`src/rtl/fetch_stage.sv`:
```
// Instruction-fetch stage: owns the PC, loads the IF/ID register and resolves
// unconditional jumps sitting in IF/ID with a single bubble of penalty.
module fetch_stage #(
  parameter int         MEM_DEPTH = 36,
  parameter logic [7:0] RESET_PC  = 8'h00
) (
  input  logic       clk,
  input  logic       reset,
  input  logic       stall,
  input  logic       redirect_en,
  input  logic [7:0] redirect_pc,
  input  logic [7:0] Instruction_Code,
  output logic [7:0] PC,
  output logic [7:0] if_id_instr,
  output logic [7:0] if_id_pc,
  output logic       if_id_valid,
  output logic       jump_taken,
  output logic       fetch_done
);

  // The PC is 8 bits, so a depth above 256 behaves like 256.
  localparam int         DEPTH_C = (MEM_DEPTH > 256) ? 256 : ((MEM_DEPTH < 0) ? 0 : MEM_DEPTH);
  localparam logic [8:0] DEPTH_W = 9'(DEPTH_C);
  localparam logic [1:0] OP_J    = 2'b11;

  logic [7:0] pc_q;
  logic [7:0] pc_d;
  logic [7:0] instr_q;
  logic [7:0] instr_d;
  logic [7:0] ifpc_q;
  logic [7:0] ifpc_d;
  logic       valid_q;
  logic       valid_d;

  logic       jump_pending_s;
  logic       jump_fire_s;
  logic       done_s;
  logic [7:0] jump_target_s;
  logic [7:0] pc_inc_s;

  function automatic logic [7:0] sext6(input logic [5:0] v);
    return {{2{v[5]}}, v};
  endfunction

  // Jump decode, target arithmetic and end-of-program detection.
  always_comb begin
    jump_pending_s = valid_q && (instr_q[7:6] == OP_J);
    jump_target_s  = ifpc_q + 8'd1 + sext6(instr_q[5:0]);
    pc_inc_s       = pc_q + 8'd1;
    done_s         = ({1'b0, pc_q} >= DEPTH_W);
    jump_fire_s    = jump_pending_s && !reset && !redirect_en && !stall;
  end

  // Next-state selection below reset: redirect, stall, jump, done, normal fetch.
  always_comb begin
    pc_d    = pc_q;
    instr_d = instr_q;
    ifpc_d  = ifpc_q;
    valid_d = valid_q;
    if (redirect_en) begin
      pc_d    = redirect_pc;
      instr_d = 8'h00;
      ifpc_d  = 8'h00;
      valid_d = 1'b0;
    end else if (stall) begin
      pc_d    = pc_q;
      instr_d = instr_q;
      ifpc_d  = ifpc_q;
      valid_d = valid_q;
    end else if (jump_pending_s) begin
      // The word at the current PC is squashed; IF/ID becomes the bubble.
      pc_d    = jump_target_s;
      instr_d = 8'h00;
      ifpc_d  = 8'h00;
      valid_d = 1'b0;
    end else if (done_s) begin
      pc_d    = pc_q;
      instr_d = 8'h00;
      ifpc_d  = 8'h00;
      valid_d = 1'b0;
    end else begin
      pc_d    = pc_inc_s;
      instr_d = Instruction_Code;
      ifpc_d  = pc_q;
      valid_d = 1'b1;
    end
  end

  // PC and IF/ID register with synchronous reset.
  always_ff @(posedge clk) begin
    if (reset) begin
      pc_q    <= RESET_PC;
      instr_q <= 8'h00;
      ifpc_q  <= 8'h00;
      valid_q <= 1'b0;
    end else begin
      pc_q    <= pc_d;
      instr_q <= instr_d;
      ifpc_q  <= ifpc_d;
      valid_q <= valid_d;
    end
  end

  assign PC          = pc_q;
  assign if_id_instr = instr_q;
  assign if_id_pc    = ifpc_q;
  assign if_id_valid = valid_q;
  assign jump_taken  = jump_fire_s;
  assign fetch_done  = done_s;

endmodule

```
`config.mk`:
```
export PLATFORM = sky130hd
export DESIGN_NAME = fetch_stage
export DESIGN_NICKNAME = d
export VERILOG_FILES = /design/src/rtl/fetch_stage.sv
export SDC_FILE = /design/constraint.sdc
export NUM_CORES = 1
export LEC_CHECK = 0
export CAP_MARGIN = 20
export CORE_MARGIN = 2
export CORE_UTILIZATION = 40
export DETAILED_ROUTE_END_ITERATION = 10
export DONT_BUFFER_PORTS = 1
export HOLD_SLACK_MARGIN = 0.06
export PLACE_DENSITY_LB_ADDON = 0.15
export SLEW_MARGIN = 20
export SYNTH_ARGS = -nofsm -noshare
export SYNTH_HDL_FRONTEND = slang
export SYNTH_SLANG_ARGS = --single-unit
```
`constraint.sdc`:
```
create_clock -name clk -period 5.3 [get_ports clk]
set_input_delay 1.06 -clock clk [delete_from_list [all_inputs] [get_ports clk]]
set_output_delay 1.06 -clock clk [all_outputs]
set_load 0.03 [all_outputs]
```
**Yosys cells after proc, flatten, opt, wreduce, memory -nomap -nowiden**

Cells that the tools add are included.
W data, S select, Z words.

- Input bits: 20
- Register bits after elaboration: 25

- Order comparisons: 1
- Add/sub/neg operators: 3
- Reductions and logical operators: 9
- Multiplexer cells: 10
- Equal/unequal tests: 3

Operators by type and width:

| cell | count |
|---|---|
| $mux W8 | 8 |
| $add A8 B1 Y8 const B | 2 |
| $add A8 B8 Y8 | 1 |
| $ge A8 B6 Y1 const B | 1 |
| $logic_and A1 B1 Y1 | 4 |
| $logic_not A1 Y1 | 3 |
| $ne A3 B2 Y1 const B | 1 |
| $eq A2 B2 Y1 const B | 1 |
| $mux W1 | 2 |
| $ne A2 B1 Y1 const B | 1 |
| $reduce_and A2 Y1 | 1 |
| $reduce_or A2 Y1 | 1 |

**Logic depth before layout (Yosys ltp)**

Gate-level depths: netlist (run 1).

- Depth in word-level cells: 5
- Depth in mapped cells: 8
- Depth with buffers taken out: 8

**Least setup slack after synthesis (run 1)**

No wires, ideal clock.

- Path type: in2out
- Start point: input stall
- End point: output jump_taken
- Buffers on the path: 0
- Arrival: 2.102 ns
- Slack: 2.138 ns
- Stages: 2
- Cell sequence: or2_2 > nor3_1

- Word-level cells in the longest chain between the ends: 2

Ends and longest elaborated chain:

| what | line | text |
|---|---|---|
| start, declared | 9 | `input logic stall,` |
| $logic_not A1 Y1 | 51 | `jump_fire_s = jump_pending_s && !reset && !redirect_en && !stall;` |
| $logic_and A1 B1 Y1 | 51 |  |
| end, declared | 17 | `output logic jump_taken,` |

No other way between the ends.

**Worst setup path in the final report (run 1)**

- Start point: register instr_q[6], in the netlist if_id_instr[6]
- End point: output jump_taken

- Word-level cells in the longest chain between the ends: 5

Ends and longest elaborated chain:

| what | line | text |
|---|---|---|
| start, declared | 28 | `logic [7:0] instr_q;` |
| start signal, assigned | 98 | `instr_q <= instr_d;` |
| $eq A2 B2 Y1 | 47 | `jump_pending_s = valid_q && (instr_q[7:6] == OP_J);` |
| $logic_and A1 B1 Y1 | 47 |  |
| $logic_and A1 B1 Y1 (3 in a row) | 51 |  |

No other way between the ends.

==> results of run 1 <==
[worst max-delay path by stage]
stage                                startpoint         end  slack, ns  cells past startpoint
floorplan                                 stall  jump_taken       2.14                      2
global placement                          stall  jump_taken       2.09                      2
detailed placement                        stall  jump_taken       2.09                      2
CTS                 if_id_instr[6]$_SDFFE_PP0N_  jump_taken       2.04                      2
global route        if_id_instr[6]$_SDFFE_PP0N_  jump_taken       1.94                      2
finish              if_id_instr[6]$_SDFFE_PP0N_  jump_taken       2.03                      2
[state kept, by name, summed over array words and instances (netlist names)]
register / cells
if_id_valid: 1
if_id_instr: 8
if_id_pc: 8
PC: 8
[power groups by stage]
stage	logic [mW]	clock network, mW	registers [mW]
after floorplan	0.0466	0	0.228
after global placement	0.0474	0	0.234
after detailed placement	0.0483	0	0.235
after CTS	0.0486	0.0918	0.230
after global routing	0.0545	0.103	0.232
final	0.0484	0.0870	0.230
[worst max-delay path, cell delays in order (launching register included)]
cell     delay, ns
dfxtp_1       0.57
nand3_1       0.40
nor3_1        0.91
[routing by layer]
layer,track usage,vias to the layer above
li1,-,586
met1,0.246,586
met2,0.290,51
met3,0.0511,5
met4,0.0734,0
met5,0,-
[kinds of logic after synthesis]
family | Yosys count
compound gates | 58
xor+xnor | 6
fa+ha+maj | 10
buf+inv | 17
flops | 25
mux | 1
simple gates | 42
[final cells by class]
cell class / instances / share of cell area
Clock buffer: 4 / 0.0179
Inverter: 9 / 0.0230
Multi-Input combinational cell: 117 / 0.580
Tap cell: 46 / 0.0391
Sequential cell: 25 / 0.340
[synth_stat cells (2+ instances only)]
library cell  instances
a211oi_1              5
a21oi_1               8
a22o_1               15
a311oi_1              4
a31oi_1               2
and2_1                2
and3_1                2
buf_6                 2
clkbuf_1              4
dfxtp_1              25
ha_1                  9
inv_1                 9
nand2_1               5
nand2b_1              3
nand3_1               4
nor2_1               12
nor2b_1               2
nor3_1                3
o211ai_1              2
o21a_1                2
o21ai_0               9
o21ai_1               2
or2_2                 2
xnor2_1               3
xor2_1                3
[through the flow]
step,util,setup WS (ns)
2_1_floorplan,-,2.14
4_1_cts,0.434,2.04
3_3_place_gp,0.426,2.09
3_5_place_dp,0.426,2.09
5_1_grt,0.434,1.94
6_report,0.434,2.03
==> results_dict.tcl, run 1 <==
set metrics [dict create \
    status "complete, no violations" \
    avgViaCountPerCell 6.11 \
    worstSetupPathType "reg2out" \
    fin_crit_sh 0.617 \
    syn_avg_cell_area_um2 9.03 \
    place_area_um2 1440 \
    max-vdd-ir-drop_v 0.000106 \
    synthSimpleGateAreaFrac 0.163 \
    overflow 0 \
    synth.area.mux_share 0.00784 \
    leakage_nw 0.557 \
    num_rows 21 \
    drc 0 \
    fmax_ghz 0.306 \
    pwr-share-comb 0.133 \
    root_buffer "clkbuf_4" \
    reg2reg_to "PC[6]$_SDFFE_PP0P_" \
    p_per_area_nw_per_um2 249 \
    wl_met1_um 1640 \
    final-seq-area_um2 500 \
    cp_data_required_time_ns 4.24 \
    htreeDepth 1 \
    fin_skew_ns 0.00945 \
    die_width_um 63.9 \
    syn_area_um2 1440 \
    synth_top_family_by_area "compound AO/OA/AOI/OAI gates" \
    ys_seq_area_frac 0.348 \
    wl_met2_um 1630 \
    detail_route.wl_per_cell_um 18.2 \
    first_pass_iters 4 \
    die_h_um 63.9 \
    worstHoldStart "if_id_pc[6]$_SDFFE_PP0N_" \
    post_cts.repair.setup_buffers 0 \
    finalCriticalPeriod_ns 3.27 \
    critPathArrivalTime_ns 2.21 \
    routed_wl_um 3660 \
    synth_cells 159 \
    ys_warn_count 0 \
    r2r_cells 5 \
    port-buffer-count 0 \
    netlist.area_leader.share 0.348 \
    rrSetupSlack_ns 2.93 \
    worst_slew_pin_slew_ns 0.982 \
    antenna_found_initial 0 \
    hold_violations 0 \
    globalplace.congestion 0.853 \
    synth-xor-area-share 0.0366 \
    multi_input_area_um2 852 \
    final_common_cell "dfxtp_1" \
    synth_fa_ha_area_frac 0.0923 \
    pwr-share-seq 0.629 \
    wl_met3_um 324 \
    n_antenna_cell 0 \
    core_area_um2 3390 \
    num_io_pins 47 \
    vias 1228 \
    drv_slew 0 \
    synth_fp_nets 189 \
    p_int_mw 0.247 \
    hp-class "reg2reg" \
    rr_startpoint "if_id_instr[6]$_SDFFE_PP0N_" \
    grt_pass1_wl_um 6000 \
    ys_async_sr_fraction 0 \
    synth_edf_count 0 \
    area_growth_pct 2.35 \
    dpl.cell_count 197 \
    synth_seq_cells 25 \
    nNetsFinal 186 \
    hold_depth 1 \
    top_layer "met4" \
    clock_latency_ns 0.33 \
    clk_pin_slew_ns 0.14 \
    clockBufferDepth 2 \
    fin_cells 201 \
    yosys-top-cells-area "dfxtp_1 (35%), a22o_1 (9.1%), ha_1 (7.8%)" \
    drt.antenna.violating_nets 0 \
    final_area_um2 1470 \
    cts_hold_buf 0 \
    grt_max_degree 18 \
    drive_gt1_frac 0.0645 \
    postCtsResizedCells 0 \
    initial_utilization 0.424 \
    dp_hpwl_um 2710 \
    fillers 343 \
    tns_ns 0 \
    holdWs_ns 0.662 \
    yosysUniqueCellTypes 45 \
    drv_cap 0 \
    rsz0062_at_grt "no" \
    start_kind "register" \
    cp_max_fo 9 \
    die_area_um2 4090 \
    hold_path_end "if_id_pc[6]$_SDFFE_PP0N_" \
    grt_pass1_vias 1242 \
    max_slew_margin 0.340 \
    clock-sinks 25 \
    p_sw_frac 0.324 \
    yosysTopAreaCell "dfxtp_1" \
    setup_viol 0 \
    layout_common_cells "dfxtp_1 (25), a22o_1 (15), nor2_1 (12)" \
    drtIter0Drc 64 \
    grt_util_all_layers 0.187 \
    synth-compound-area-share 0.294 \
    cp-end-kind "output pin" \
    p_switching_mw 0.118 \
    power_mw 0.365 \
    cts_tree "done" \
    numCtsBuffers 3 \
    synth-main-ff-cell "dfxtp_1" \
    clockPowerShare 0.238 \
]
(Power assumes the default switching activity.)
==> run 2, diff against run 1 <==
- clock period: 5.3 -> 2.95 ns (I/O delays scaled with it)
==> results_dict.tcl, run 2 (same netlist as run 1, synthesis figures left out) <==
set metrics [dict create \
    status "complete, no violations" \
    antenna_found_initial 0 \
    cp_max_fo 3 \
    worst_slew_pin_slew_ns 0.639 \
    max-vdd-ir-drop_v 0.000197 \
    die_area_um2 4090 \
    critical-path-slowest-cell "dfxtp_1" \
    finalCriticalPeriod_ns 2.27 \
    clockBufferDepth 2 \
    first_pass_iters 4 \
    drt.antenna.violating_nets 0 \
    clk_pin_slew_ns 0.13 \
    drv_slew 0 \
    drc 0 \
    numCtsBuffers 3 \
    setup_viol 0 \
    clockPowerShare 0.237 \
    max_slew_margin 0.574 \
    detail_route.wl_per_cell_um 17.4 \
    initial_utilization 0.424 \
    tns_ns 0 \
    n_antenna_cell 0 \
    fmax_ghz 0.440 \
    port-buffer-count 0 \
    final_core_util 0.445 \
    vias 1200 \
    critPathArrivalTime_ns 2.53 \
    grt_pass1_vias 1149 \
    post_cts.repair.setup_buffers 0 \
    drive_gt1_frac 0.0938 \
    drtIter0Drc 103 \
    grt_util_all_layers 0.184 \
    p_sw_frac 0.322 \
    cts_tree "done" \
    nNetsFinal 191 \
    core_area_um2 3390 \
    grt_pass1_wl_um 5840 \
    routed_wl_um 3590 \
    die_width_um 63.9 \
    p_per_area_nw_per_um2 438 \
    clock-sinks 25 \
    fin_skew_ns 0.00634 \
    dp_hpwl_um 2650 \
    layout_common_cells "dfxtp_1 (25), a22o_1 (15), nor2_1 (12)" \
    hp-class "in2reg" \
    cts_hold_buf 0 \
    p_int_mw 0.448 \
    pwr-share-seq 0.617 \
    worstSetupPathType "reg2reg" \
    clock_latency_ns 0.33 \
    drv_cap 0 \
    grt_max_degree 18 \
    crit_chain "inv_1 > ha_1 > fa_1 > nand2b_1 > a21oi_1 > and3b_1 > o21ai_1 > a311oi_1" \
    cp_data_required_time_ns 3.21 \
    htreeDepth 1 \
    num_rows 21 \
    leakage_nw 0.582 \
    cp-end-kind "register" \
    avgViaCountPerCell 5.83 \
    p_switching_mw 0.212 \
    rsz0062_at_grt "no" \
    area_growth_pct 4.97 \
    final_common_cell "dfxtp_1" \
    num_io_pins 47 \
    cpPeakStageDelay_ns 0.57 \
    globalplace.congestion 0.826 \
    overflow 0 \
    hold_violations 0 \
    die_h_um 63.9 \
    postCtsResizedCells 0 \
    start_kind "register" \
    fin_crit_sh 0.770 \
    root_buffer "clkbuf_4" \
    pwr-share-comb 0.146 \
]
## run 2: cell count changes in the layout (fill, tap and decap cells not counted), sizes merged
cell  change
buf       +5
## run 2: final timing paths
check,start,to,slack [ns],cells after the start
worst min register to register,if_id_pc[7]$_SDFFE_PP0N_,if_id_pc[7]$_SDFFE_PP0N_,0.66,1
worst max register to register,if_id_instr[0]$_SDFFE_PP0N_,PC[6]$_SDFFE_PP0P_,0.68,8
worst max-delay path,if_id_instr[0]$_SDFFE_PP0N_,PC[6]$_SDFFE_PP0P_,0.68,8
worst min-delay path,reset,PC[6]$_SDFFE_PP0P_,0.31,1
## run 2: layer usage
metal | wire length [µm] | part of all wire | GRT usage | vias to the layer above
met5 | 0 | 0 | 0 | -
met3 | 300 | 0.084 | 0.0546 | 7
met4 | 63 | 0.018 | 0.0707 | 0
li1 | - | - | - | 594
met1 | 1680 | 0.47 | 0.255 | 551
met2 | 1540 | 0.43 | 0.268 | 48
## run 2: cell type report
| class | instances | area, µm² |
|---|---|---|
| fillers | 325 | 1880 |
| multi-input cells | 117 | 852 |
| flip-flops and latches | 25 | 500 |
| well taps | 46 | 57.6 |
| repair buffers | 5 | 37.5 |
| inverters | 9 | 33.8 |
| clock buffers | 4 | 26.3 |
## run 2: power groups by stage
stage	clock [mW]	sequential (mW)	combinational (mW)
4_1_cts	0.167	0.408	0.0973
6_report	0.156	0.407	0.0965
2_1_floorplan	0	0.409	0.0838
3_5_place_dp	0	0.416	0.0966
5_1_grt	0.182	0.411	0.108
3_3_place_gp	0	0.415	0.0959
## run 2: critical path, delay by kind of cell, from the launching register on
family	cells	cell delay [ns]
DFF	1	0.57
and+or+nand+nor	2	0.37
adders and majority gates	2	0.65
buffers and inverters	1	0.09
AOI/OAI and AO/OA	3	0.54
## run 2: through the flow
stage	area (µm²)	instances	total power, mW	hold WS, ns	setup WS [ns]
CTS	1510	206	0.672	0.295	0.668
global placement	1480	202	0.511	0.648	0.753
finish	1510	206	0.660	0.308	0.678
floorplan	1440	159	0.493	0.622	0.728
global route	1510	206	0.701	0.276	0.557
detailed placement	1480	202	0.512	0.648	0.709
==> run 3, diff against run 2 <==
- clock period: 2.95 -> 2.3 ns (I/O delays scaled with it)
==> results_dict.tcl, run 3 (same netlist as run 1, synthesis figures left out) <==
set metrics [dict create \
    first_pass_iters 4 \
    hp-class "in2reg" \
    max-vdd-ir-drop_v 0.000323 \
    grt_max_degree 18 \
    die_h_um 63.9 \
    cp_data_required_time_ns 1.84 \
    worstSetupPathType "reg2out" \
    n_antenna_cell 0 \
    routed_wl_um 3660 \
    place_area_um2 1590 \
    final_common_cell "dfxtp_1" \
    dpl.cell_count 216 \
    clock_latency_ns 0.33 \
    die_width_um 63.9 \
    cts_hold_buf 0 \
    drive_gt1_frac 0.172 \
    final_area_um2 1610 \
    globalRouteMet2Util 0.313 \
    core_area_um2 3390 \
    drtIter0Drc 68 \
    detail_route.wl_per_cell_um 16.7 \
    start_kind "register" \
    finalCriticalPeriod_ns 2.04 \
    die_area_um2 4090 \
    globalplace.congestion 0.839 \
    num_io_pins 47 \
    port-buffer-count 0 \
    nNetsFinal 205 \
    grt_pass1_wl_um 6040 \
    hold_depth 1 \
    drt.antenna.violating_nets 0 \
    use_met3 0.0599 \
    grt_pass1_vias 1242 \
    avgViaCountPerCell 5.80 \
    fin_crit_sh 0.887 \
    critPathArrivalTime_ns 1.58 \
    cp_max_fo 9 \
    fin_cells 220 \
    worst_slew_pin_slew_ns 0.613 \
    rrSetupSlack_ns 0.30 \
    root_buffer "clkbuf_4" \
    clock-sinks 25 \
    clockBufferDepth 2 \
    vias 1275 \
    rsz0062_at_grt "no" \
    cts_tree "done" \
    p_switching_mw 0.282 \
    r2r_cells 8 \
    p_per_area_nw_per_um2 537 \
    drv_slew 0 \
    pwr-share-seq 0.576 \
    antenna_found_initial 0 \
    drv_cap 0 \
    cp-end-kind "output pin" \
    max_slew_margin 0.591 \
    overflow 0 \
    pwr-share-comb 0.190 \
    num_rows 21 \
    post_cts.repair.setup_buffers 0 \
    fin_skew_ns 0.00769 \
    drc 0 \
    clockPowerShare 0.234 \
    setup_viol 0 \
    leakage_nw 0.661 \
    area_growth_pct 12.4 \
    layout_common_cells "dfxtp_1 (25), buf_4 (19), a22o_1 (15)" \
    status "complete, no violations" \
    numCtsBuffers 3 \
    grt-busiest-layer "met2" \
    postCtsResizedCells 0 \
    dp_hpwl_um 2830 \
    use_met1 0.239 \
    tns_ns 0 \
    hold_violations 0 \
    clk_pin_slew_ns 0.14 \
    htreeDepth 1 \
    grt_util_all_layers 0.192 \
    fmax_ghz 0.490 \
    p_int_mw 0.585 \
    initial_utilization 0.424 \
    p_sw_frac 0.325 \
]
[run 3: cell types whose count changed in the layout (fill, tap and decap cells not counted)]
cell | previous run | this run
buf_4 | 5 | 19
clkbuf_1 | 1 | 0
clkinv_2 | 0 | 1
[run 3: area by class of cell]
class / count / area [µm²]
clock buffer: 3 / 22.5
clock inverter: 1 / 5.00
fill: 339 / 1780
inverter: 9 / 33.8
multi-input combinational: 117 / 852
sequential: 25 / 500
tap: 46 / 57.6
timing repair buffer: 19 / 143
[run 3: stage by stage]
| stage | hold WS (ns) | util | power, mW | worst slack, ns |
|---|---|---|---|---|
| floorplan | 0.593 | - | 0.632 | 0.226 |
| global placement | 0.487 | 0.468 | 0.672 | 0.351 |
| detailed placement | 0.498 | 0.468 | 0.674 | 0.305 |
| CTS | 0.172 | 0.476 | 0.877 | 0.260 |
| global route | 0.153 | 0.476 | 0.909 | 0.106 |
| finish | 0.176 | 0.476 | 0.867 | 0.260 |
[run 3: per-layer routing]
layer | wire length [µm] | up-vias
met5 | 0 | -
met4 | 27 | 0
met3 | 281 | 4
met2 | 1670 | 54
met1 | 1690 | 595
li1 | - | 622
[run 3: power groups by stage]
stage               clock [mW]  combinational, mW  sequential, mW
floorplan                    0              0.107           0.525
global placement             0              0.163           0.509
detailed placement           0              0.164           0.509
CTS                      0.212              0.165           0.500
global route             0.224              0.181           0.503
finish                   0.203              0.164           0.499
[run 3: worst paths after layout]
path,startpoint,endpoint
worst max register to register,if_id_pc[0]$_SDFFE_PP0N_,PC[4]$_SDFFE_PP0P_
worst min-delay path,reset,PC[4]$_SDFFE_PP0P_
worst max-delay path,if_id_valid$_SDFFE_PP0N_,jump_taken
worst min register to register,if_id_valid$_SDFFE_PP0N_,if_id_valid$_SDFFE_PP0N_
[run 3: worst max-delay path, cell delays in order (launching register included)]
cell and delay [ns]:
dfxtp_1 0.39, nand3_1 0.32, nor3_1 0.34, buf_4 0.21
